## config.mk

```make
export PLATFORM = sky130hd
export DESIGN_NAME = fetch_stage
export DESIGN_NICKNAME = d
export VERILOG_FILES = /design/src/rtl/cpu_pkg.sv /design/src/rtl/if_id_reg.sv /design/src/rtl/fetch_stage.sv
export SDC_FILE = /design/constraint.sdc
export NUM_CORES = 1
export LEC_CHECK = 0
export ABC_AREA = 1
export CAP_MARGIN = 20
export CORE_MARGIN = 2
export CORE_UTILIZATION = 40
export DETAILED_ROUTE_END_ITERATION = 6
export DONT_BUFFER_PORTS = 1
export SETUP_SLACK_MARGIN = 0.5
export SYNTH_ARGS = -nofsm -noshare
export SYNTH_HDL_FRONTEND = slang
export SYNTH_SLANG_ARGS = --single-unit
```

## constraint.sdc

```tcl
create_clock -name clk -period 3.9 [get_ports clk]
set_clock_uncertainty 0.2 [all_clocks]
set_input_delay 0.78 -clock clk [delete_from_list [all_inputs] [get_ports clk]]
set_output_delay 0.78 -clock clk [all_outputs]
set_load 0.005 [all_outputs]
```

## src/rtl/cpu_pkg.sv

```systemverilog
// rtl/cpu_pkg.sv - shared constants and types for the 8-bit MIPS-style core
// Contents: datapath widths, the NOP encoding, fetch FSM state codes.
package cpu_pkg;

  localparam int CPU_ADDR_W  = 8;
  localparam int CPU_INSTR_W = 8;

  localparam logic [CPU_INSTR_W-1:0] NOP_INSTR = 8'h00;

  // Raw codes kept as plain constants so legacy blocks can compare against them.
  localparam logic [1:0] ST_BOOT   = 2'd0;
  localparam logic [1:0] ST_FETCH  = 2'd1;
  localparam logic [1:0] ST_HALTED = 2'd2;

  typedef enum logic [1:0] {
    BOOT   = ST_BOOT,
    FETCH  = ST_FETCH,
    HALTED = ST_HALTED
  } fetch_state_t;

endpackage

```

## src/rtl/if_id_reg.sv

```systemverilog
// rtl/if_id_reg.sv - IF/ID pipeline register with hold and flush
// Ports: clk, rst (async, active-high); load captures d_instr/d_pc and sets valid;
//        flush clears valid (wins over load); neither asserted holds everything.
//        valid/instr/pc are the registered IF/ID contents.
module if_id_reg
  import cpu_pkg::*;
#(
  parameter int ADDR_W  = CPU_ADDR_W,
  parameter int INSTR_W = CPU_INSTR_W
) (
  input  logic               clk,
  input  logic               rst,
  input  logic               load,
  input  logic               flush,
  input  logic [INSTR_W-1:0] d_instr,
  input  logic [ADDR_W-1:0]  d_pc,
  output logic               valid,
  output logic [INSTR_W-1:0] instr,
  output logic [ADDR_W-1:0]  pc
);

  // A flush only drops valid; instr/pc are meaningless once valid is low.
  always_ff @(posedge clk or posedge rst) begin
    if (rst) begin
      valid <= 1'b0;
      instr <= INSTR_W'(NOP_INSTR);
      pc    <= '0;
    end else if (flush) begin
      valid <= 1'b0;
    end else if (load) begin
      valid <= 1'b1;
      instr <= d_instr;
      pc    <= d_pc;
    end
  end

endmodule

```

## src/rtl/fetch_stage.sv

```systemverilog
// rtl/fetch_stage.sv - instruction fetch stage: PC, next-PC mux, fetch FSM, counter
// Ports: clk, rst (async, active-high); stall holds PC and IF/ID; redirect/redirect_pc
//        load a branch target and flush IF/ID; imem_addr = pc, imem_data read back in
//        the same cycle; if_valid/if_instr/if_pc = IF/ID contents; halted after
//        HALT_INSTR is fetched; fetch_count = saturating count of accepted fetches.
module fetch_stage
  import cpu_pkg::*;
#(
  parameter int                 ADDR_W     = CPU_ADDR_W,
  parameter int                 INSTR_W    = CPU_INSTR_W,
  parameter logic [ADDR_W-1:0]  RESET_PC   = '0,
  parameter logic [INSTR_W-1:0] HALT_INSTR = '1,
  parameter int                 CNT_W      = 16
) (
  input  logic               clk,
  input  logic               rst,
  input  logic               stall,
  input  logic               redirect,
  input  logic [ADDR_W-1:0]  redirect_pc,
  output logic [ADDR_W-1:0]  imem_addr,
  input  logic [INSTR_W-1:0] imem_data,
  output logic               if_valid,
  output logic [INSTR_W-1:0] if_instr,
  output logic [ADDR_W-1:0]  if_pc,
  output logic               halted,
  output logic [CNT_W-1:0]   fetch_count
);

  fetch_state_t      state;
  logic [ADDR_W-1:0] pc;
  logic              accept;
  logic              flush;
  logic              is_halt;

  assign imem_addr = pc;
  assign is_halt   = (imem_data == HALT_INSTR);

  // redirect beats stall: an older branch squashes whatever decode is stalling on.
  // In HALTED the HALT instruction drains out of IF/ID on the first unstalled cycle.
  assign accept = (state == FETCH) && !redirect && !stall;
  assign flush  = redirect || (state == BOOT) || ((state == HALTED) && !stall);

  always_ff @(posedge clk or posedge rst) begin
    if (rst) begin
      state       <= BOOT;
      pc          <= RESET_PC;
      halted      <= 1'b0;
      fetch_count <= '0;
    end else if (redirect) begin
      pc     <= redirect_pc;
      state  <= FETCH;
      halted <= 1'b0;
    end else if (state == BOOT) begin
      state <= FETCH;
    end else if (accept) begin
      if (fetch_count != '1) fetch_count <= fetch_count + 1'b1;
      // HALT is still handed downstream; only the PC stops advancing.
      if (is_halt) begin
        state  <= HALTED;
        halted <= 1'b1;
      end else begin
        pc <= pc + 1'b1;
      end
    end
  end

  if_id_reg #(
    .ADDR_W (ADDR_W),
    .INSTR_W(INSTR_W)
  ) u_if_id (
    .clk    (clk),
    .rst    (rst),
    .load   (accept),
    .flush  (flush),
    .d_instr(imem_data),
    .d_pc   (pc),
    .valid  (if_valid),
    .instr  (if_instr),
    .pc     (if_pc)
  );

endmodule

```

==> impl_metrics.csv <==
group,metric,value,unit
place,gp_congestion,0.812,
power_and_ir_drop,vdd_drop_max,0.000162,V
worst_setup_path,critical_path_class,"in2reg",
power_and_ir_drop,powerDensity,479,nW/um^2
worst_setup_path,cp-start-kind,"input port",
yosys,ys_ff_latch,44,
detailed_routing,met3WireLength,419,um
yosys,synth_flop_cell,"dfrtp_1",
detailed_routing,wl_per_cell,13.1,um
floorplanning,core_area,5820,sq um
clock_network,cts_tree,"yes",
clock_network,cts_resized,0,
detailed_routing,via_per_inst,4.86,
yosys,synth_top_cell_area_share,46.3,%
floorplanning,start_util,40.9,%
finish,syn2layout_area_growth,8.31,%
floorplanning,die_h,81.1,um
yosys,ys_seq_area_share,46.3,%
worst_setup_path,cp.arrival,2.18,ns
clock_network,post_cts_buffers,0,
yosys,yosysTopAreaCell,"dfrtp_1",
floorplanning,die-area,6580,sq um
min_path,hold_path_class,"in2async",
sta,clock.fmax,454,MHz
finish,final_area,2580,sq um
sta,finalSetupViolCount,0,
detailed_routing,dr.pass1.iters,4,
yosys,synthArstFlopShare,100,%
sta,tightest_slew,0.554,ns
yosys,synth-edff-count,0,
clock_network,cts_root_buf,"clkbuf_8",
sta,tns,0,ns
clock_network,cts_buffer_depth,2,
yosys,synth_cells,314,
yosys,syn_area,2380,sq um
place,pre_cts_slack,1.37,ns
clock_network,cts_sinks,44,
clock_network,htreeDepth,2,
yosys,ys_types,25,
finish,drive_above_1_share,12.0,%
finish,diodes,0,
grt,gr-total-overflow,0,
grt,grt_antenna_before_repair,0,
sta,rsz0062_at_grt,"no",
detailed_routing,ant_nets,0,
floorplanning,row_count,28,
detailed_routing,wl,5.15,mm
detailed_routing,post-route-drc-count,0,
grt,grt_pass1_vias,1847,
clock_network,cts_hold_buffers,0,
sta,period_share,56.4,%
finish,final_core_util,44.3,%
clock_network,clkLatencyLatePin,0.29,ns
yosys,yosysMostFrequentCell,"nand2_1",
grt,grt_pass1_wl,8.74,mm
floorplanning,die_w,81.1,um
detailed_routing,drt_iter0_drc,53,
grt,grt_usage,17.3,%
sta,finalCriticalPeriod,2.20,ns
yosys,yosysWarnings,0,
clock_network,numCtsBuffers,5,
worst_setup_path,crit_fanout,26,
worst_setup_path,cp-end-kind,"flip-flop",
place,placed_area,2450,sq um
power_and_ir_drop,p_leak,1.25,nW
place,dpl.hpwl,3.81,mm
flow_run,cap_violations,0,
yosys,syn_area_per_cell,7.57,sq um
place,io_buffers,0,
sta,hold_viol,0,
yosys,synth.net_count,336,
sta,maxSlewHeadroom,63.1,%
clock_network,path_clk_slew,0.08,ns
run_status,outcome,"finished clean",
sta,slew_violations,0,
detailed_routing,top_layer,"met4",
finish,nNetsFinal,339,
sta,layout_setup_ws,1.70,ns
detailed_routing,vias,1907,
worst_setup_path,required,3.88,ns
floorplanning,io_pins,62,
yosys,synth_area_leaders,"dfrtp_1 46%, nand2_1 21%, nand3_1 4.6%, inv_1 4.4%, o21ai_0 3.4%",
detailed_routing,wl_met1,2.30,mm
yosys,synth_commonest_cells,"130 x nand2_1, 44 x dfrtp_1, 28 x inv_1",
finish,fillers,607,
grt,grt_max_degree,45,
detailed_routing,wl_met2,2.35,mm
[placed cells by master (no fill, tap or decap)]
master,Yosys,final
nand2_1,130,130
dfrtp_1,44,44
inv_1,28,27
nand3_1,22,22
nor2_1,20,20
o21ai_0,16,16
nand2_2,9,9
o21ai_2,8,8
nand4_1,7,7
xor2_1,5,5
clkbuf_8,0,5
nor2_2,4,4
nor2_4,3,3
clkinv_1,1,2
xnor2_1,2,2
ha_1,2,2
bufinv_16,0,2
buf_4,0,2
nand3_2,1,1
nand2_4,1,1
inv_2,1,1
or2_2,1,1
o21ai_4,1,1
nor3_1,1,1
o31ai_1,1,1
[power breakdown]
| part | switching [mW] | leakage, nW | internal [mW] |
|---|---|---|---|
| Sequential | 0.103 | 0.553 | 0.526 |
| Clock | 0.156 | 0.0642 | 0.252 |
| Combinational | 0.121 | 0.635 | 0.0757 |
[final timing paths]
path	startpoint	to	slack (ns)	cells after the start
max reg2reg	state[1]$_DFFE_PP0P_	imem_addr[0]$_DFFE_PP0P_	1.81	8
min	rst	fetch_count[1]$_DFFE_PP0P_	0.30	2
max in group asynchronous	rst	u_if_id.pc[1]$_DFFE_PP0P_	2.83	2
max	redirect	imem_addr[0]$_DFFE_PP0P_	1.70	8
min in group clk	u_if_id.instr[0]$_DFFE_PP0P_	u_if_id.instr[0]$_DFFE_PP0P_	0.32	2
min reg2reg	u_if_id.instr[0]$_DFFE_PP0P_	u_if_id.instr[0]$_DFFE_PP0P_	0.32	2
[logic make-up (layout without fill, tap and decap cells)]
logic type / after synthesis / in the layout / synth area share, %
compound gates: 26 / 26 / 7.31
simple gates: 199 / 199 / 36.3
fa+ha+maj: 2 / 2 / 1.05
flops: 44 / 44 / 46.3
xor+xnor: 7 / 7 / 2.58
buf+inv: 36 / 39 / 6.42
[sequential cells by signal, indices dropped and copies added, names as in the netlist]
signal         count
imem_addr          8
u_if_id.pc         8
state              2
fetch_count       16
u_if_id.valid      1
halted             1
u_if_id.instr      8
[layer usage]
metal  track usage [%]  vias to the layer above
li1                  -                      990
met1              22.4                      848
met2              26.4                       60
met3              6.00                        9
met4              6.78                        0
met5                 0                        -
[area by class of cell]
class	instances	area (sq um)	area share (%)
Multi-Input combinational cell	234	1120	43.7
Clock inverter	2	60.1	2.33
Tap cell	75	93.8	3.64
Sequential cell	44	1100	42.7
Timing Repair Buffer	2	15.0	0.583
Inverter	30	113	4.37
Clock buffer	5	68.8	2.67
[through the flow]
| stage | instances | total power [mW] | hold WS (ns) |
|---|---|---|---|
| 2_1_floorplan | 314 | 0.781 | 0.272 |
| 3_3_place_gp | 385 | 0.835 | 0.298 |
| 3_5_place_dp | 385 | 0.840 | 0.293 |
| 4_1_cts | 392 | 1.25 | 0.314 |
| 5_1_grt | 392 | 1.32 | 0.345 |
| 6_report | 392 | 1.23 | 0.303 |
[critical path: stages]
cell and delay (ns):
nor2_1 0.11, nand3_2 0.38, inv_2 0.37, nand2_1 0.18, nand2_2 0.15, inv_1 0.07
nand2_1 0.07, nand3_1 0.07
(Power assumes the default switching activity.)
==> RTL edit 1: new RTL, same flow settings <==
Reset style: synchronous (`rst`), changed in 2 clocked blocks. Comments in the files are not updated.
--- a/src/rtl/if_id_reg.sv
+++ b/src/rtl/if_id_reg.sv
@@ -20,7 +20,7 @@
 );
 
   // A flush only drops valid; instr/pc are meaningless once valid is low.
-  always_ff @(posedge clk or posedge rst) begin
+  always_ff @(posedge clk) begin
     if (rst) begin
       valid <= 1'b0;
       instr <= INSTR_W'(NOP_INSTR);
--- a/src/rtl/fetch_stage.sv
+++ b/src/rtl/fetch_stage.sv
@@ -40,7 +40,7 @@
   assign accept = (state == FETCH) && !redirect && !stall;
   assign flush  = redirect || (state == BOOT) || ((state == HALTED) && !stall);
 
-  always_ff @(posedge clk or posedge rst) begin
+  always_ff @(posedge clk) begin
     if (rst) begin
       state       <= BOOT;
       pc          <= RESET_PC;
Formal check against the unedited RTL: differs if rst is asserted again (counterexample within 4 cycles, from zero or initial values and one cycle with rst high); with rst held inactive, the same outputs for 10 cycles.
==> RTL edit 1 against the original RTL <==
- final cell count up 2.3%
- critical path depth unchanged
- maximum frequency up 2.6%
- global-route usage down 0.10 points
- synthesized area down 6.0%
- final area down 8.3%
- first-iteration DRC count up 30%
- die area down 5.7%
- sequential cell count unchanged
- setup slack better by 0.056 ns
- wire length up 0.12%
Power is not compared: it rests on default switching activity, and its combinational part moved more than twofold at a synthesized area within 25%.
==> RTL edit 1: results (changes against the original RTL) <==
Synth area leader -> dfxtp_1 (was dfrtp_1)
Synth top cells by count -> nand2_1 (88), nor2_1 (59), dfxtp_1 (44) (was nand2_1 (130), dfrtp_1 (44), inv_1 (28))
Synth Area in Compound Gates -> 0.1366 (was 0.07312)
Synthesized Nets -> 353 (was 336)
Detailed Place HPWL -> 3676 um (was 3808 um)
M1 wire length -> 2275 um (was 2295 um)
Min Hold Slack -> 0.2985 ns (was 0.3026 ns)
routed wl met3 -> 455 um (was 419 um)
vias in the first global route -> 1858 (was 1847)
status -> completed (unchanged)
Die ar. -> 0.006201 mm^2 (was 0.006579 mm^2)
worst-case reg-to-reg path depth -> 7 (was 8)
M1 GR Usage -> 0.1979 (was 0.2237)
fill count -> 574 (was 607)
non-clock inverter count -> 29 (was 30)
pin count of the biggest net entering global routing -> 28 (was 45)
share of cells above drive strength 1 -> 0.08815 (was 0.1199)
met2 WL -> 2379 um (was 2348 um)
worst reg2reg path startpoint -> fetch_count[0]$_SDFFE_PP0P_ (was state[1]$_DFFE_PP0P_)
sequential cell area fraction in the yosys report -> 0.3942 (was 0.4629)
Yosys cell types -> 27 (was 25)
Critical R2R Capture -> fetch_count[12]$_SDFFE_PP0P_ (was imem_addr[0]$_DFFE_PP0P_)
asr flop ratio synth -> 0 (was 1.000)
CP endpoint -> imem_addr[2]$_SDFFE_PP0P_ (was imem_addr[0]$_DFFE_PP0P_)
Synth area leaders -> dfxtp_1 (39%), nand2_1 (15%), nor2_1 (9.9%) (was dfrtp_1 (46%), nand2_1 (21%), nand3_1 (4.6%))
Worst slew margin -> 0.5056 (was 0.6307)
GRT met2 Usage -> 0.2863 (was 0.2645)
Buffers excl. clock -> 0 (was 2)
fraction of the mapped netlist area in adder cells -> 0.01120 (was 0.01052)
clk tree area frac -> 0.03706 (was 0.05002)
WL per Instance -> 12.86 um (was 13.14 um)
GR Util met3 -> 0.07386 (was 0.06000)
worst hold-check path type -> reg -> reg (was in -> async)
#MultiIn Comb -> 248 (was 234)
FF/Latch Area -> 880.8 um^2 (was 0.001101 mm^2)
gr usage total -> 0.1715 (was 0.1725)
Synth Area in XOR/XNOR -> 0.02744 (was 0.02578)
buffering overhead -> 0 (was 0.005828)
[RTL edit 1: cell count changes in the layout (fill, tap and decap cells not counted), moves of 3 or more]
cell / delta
a21oi_1: +13
a21oi_2: +10
dfrtp_1: -44
dfxtp_1: +44
nand2_1: -42
nand2_2: -7
nor2_1: +39
nor2_2: -3
nor3_1: +3
o21ai_0: +7
o21ai_2: -8
[RTL edit 1: through the flow]
stage                     power, mW  worst slack, ns  area [um^2]  cells
final                        0.8277            1.755         2364    401
after detailed placement     0.5541            1.423         2276    393
after floorplan              0.5440            2.034         2235    331
after CTS                    0.8420            1.749         2364    401
after global routing         0.8791            1.551         2364    401
after global placement       0.5532            1.493         2276    393
[RTL edit 1: worst max-delay path, stage by stage]
cell	delay, ns
nor2_1	0.08
nand2_1	0.26
inv_2	0.43
nand2_2	0.17
nand2_1	0.18
inv_2	0.07
nor2_1	0.10
nor2_1	0.05
==> RTL edit 2: new RTL, same settings <==
Without the edit above. Set the parameter `CNT_W` to 24 (it was 16).
--- a/src/rtl/fetch_stage.sv
+++ b/src/rtl/fetch_stage.sv
@@ -10,7 +10,7 @@
   parameter int                 INSTR_W    = CPU_INSTR_W,
   parameter logic [ADDR_W-1:0]  RESET_PC   = '0,
   parameter logic [INSTR_W-1:0] HALT_INSTR = '1,
-  parameter int                 CNT_W      = 16
+  parameter int                 CNT_W      = 24
 ) (
   input  logic               clk,
   input  logic               rst,
Interface: changed (resized fetch_count); port bits go from 62 to 70. The function was not compared with the original's and may differ.
==> RTL edit 2 against the original RTL <==
- count of clock-buffer cells in the layout increased by 1
- final area increased by 21%
- sequential cell count increased by 8
- wire length increased by 28%
- via count increased by 26%
- setup slack improved by 0.15 ns
- power increased by 0.43%
- critical path type is now reg -> reg
- synthesized area increased by 23%
- largest cell class unchanged
==> RTL edit 2: results (changes against the original RTL) <==
sequential cell area fraction in the yosys report -> 0.4465 (was 0.4629)
WL per Instance -> 13.29 um (was 13.14 um)
Synth Area in Compound Gates -> 0.05539 (was 0.07312)
CTS root buffer -> clkbuf_8 (unchanged)
# resized after CTS -> 0 (unchanged)
vias in the first global route -> 2358 (was 1847)
Synth Area in XOR/XNOR -> 0.04208 (was 0.02578)
H-tree levels -> 2 (unchanged)
DRT iter0 DRCs -> 133 (was 53)
mux contribution to synthesized area -> 0 (unchanged)
register with the most flip-flops -> fetch_count (unchanged)
Post-synth top flop -> dfrtp_1 (unchanged)
Synth area leaders -> dfrtp_1 (45%), nand2_1 (20%), nor2_1 (4.9%) (was dfrtp_1 (46%), nand2_1 (21%), nand3_1 (4.6%))
Via-to-Cell Ratio -> 4.842 (was 4.865)
Placer Congestion -> 0.8284 (was 0.8122)
setup bufs post-CTS -> 0 (unchanged)
Crit Path Max Fanout -> 25 (was 26)
initial antenna violation count -> 0 (unchanged)
clk buf depth -> 2 (unchanged)
worst slack, placed -> 1.706 ns (was 1.365 ns)
DP Area -> 0.002994 mm^2 (was 0.002447 mm^2)
Worst VDD drop -> 0.1866 mV (was 0.1617 mV)
dpl cells -> 487 (was 385)
worst hold-check path type -> in -> async (unchanged)
Yosys cell types -> 28 (was 25)
Synthesized Nets -> 418 (was 336)
max FFs per register -> 24 (was 16)
IO Port Bufs -> 0 (unchanged)
share of cells above drive strength 1 -> 0.08081 (was 0.1199)
pin count of the biggest net entering global routing -> 34 (was 45)
status -> completed (unchanged)
ANT cells -> 0 (unchanged)
Final Non-Filler Cells -> 495 (was 392)
DRC -> 0 (unchanged)
Critical Path AT -> 2.05 ns (was 2.18 ns)
fraction of the mapped netlist area in adder cells -> 0.008587 (was 0.01052)
first-pass GRT wire length -> 11200 um (was 8742 um)
Avg Cell Area, Syn -> 7.359 um^2 (was 7.575 um^2)
Synth top cells by count -> nand2_1 (159), dfrtp_1 (52), nor2_1 (38) (was nand2_1 (130), dfrtp_1 (44), inv_1 (28))
slew at the pin with the worst max-slew slack -> 0.4377 ns (was 0.5540 ns)
clk_lat worst skew -> 0.31 ns (was 0.29 ns)
Ys Warns -> 0 (unchanged)
clock-pin slew of the registers on the worst-case setup and hold paths -> 0.10 ns (was 0.08 ns)
Detailed Place HPWL -> 4938 um (was 3808 um)
asr flop ratio synth -> 1.000 (unchanged)
gr usage total -> 0.1803 (was 0.1725)
1st-pass router iterations -> 4 (unchanged)
Num CTS Buffers -> 5 (unchanged)
Lkg Pwr -> 1.485 nW (was 1.252 nW)
RTL edit 2: cell types whose count changed after synthesis, sizes merged, moves of 4 or more:
cell and delta:
dfrtp +8, nand2 +33, nor2 +14, xnor2 +7, inv +4
RTL edit 2: routing by layer:
metal  vias to the layer above  global-route usage  wire length [um]
met5                         -                   0                 0
met4                         0             0.04342                59
met3                         6             0.05448               418
met2                        60              0.3172              3214
met1                      1099              0.2157              2886
li1                       1232                   -                 -
RTL edit 2: logic make-up (layout without fill, tap and decap cells):
logic type,count (synthesis),after routing
and+or+nand+nor,254,254
DFF,52,52
buffers and inverters,43,43
AOI/OAI and AO/OA,31,31
xor gates and xnor gates,14,14
adders and majority gates,2,2
RTL edit 2: final timing paths:
kind	startpoint	endpoint	slack [ns]	cells after the start
min reg2reg	u_if_id.pc[1]$_DFFE_PP0P_	u_if_id.pc[1]$_DFFE_PP0P_	0.32	2
max in group asynchronous	rst	fetch_count[23]$_DFFE_PP0P_	2.83	2
max	fetch_count[0]$_DFFE_PP0P_	fetch_count[23]$_DFFE_PP0P_	1.85	10
max reg2reg	fetch_count[0]$_DFFE_PP0P_	fetch_count[23]$_DFFE_PP0P_	1.85	10
min	rst	fetch_count[0]$_DFFE_PP0P_	0.15	1
min in group clk	u_if_id.pc[1]$_DFFE_PP0P_	u_if_id.pc[1]$_DFFE_PP0P_	0.32	2
RTL edit 2: layout make-up:
| cell class | instances | area, um^2 |
|---|---|---|
| fill | 768 | 4031 |
| clock inverter | 2 | 38.79 |
| multi-input combinational | 301 | 1413 |
| inverter | 33 | 128.9 |
| clock buffer | 6 | 72.57 |
| sequential | 52 | 1301 |
| tap | 99 | 123.9 |
| timing repair buffer | 2 | 27.53 |
RTL edit 2: where the power goes:
part / leakage [nW] / internal, mW / switching (mW)
Clock: 0.0558 / 0.194 / 0.183
Combinational: 0.754 / 0.0675 / 0.112
Sequential: 0.675 / 0.601 / 0.0818
Total: 1.49 / 0.863 / 0.377
RTL edit 2: worst max-delay path, stage by stage (launching register included):
cell     delay [ns]
dfrtp_1        0.46
ha_1           0.24
inv_1          0.08
nor2_4         0.18
nand2_4        0.10
nor2_4         0.14
nand2_4        0.10
nand2_8        0.18
inv_6          0.12
nand2_1        0.09
nand2_1        0.05
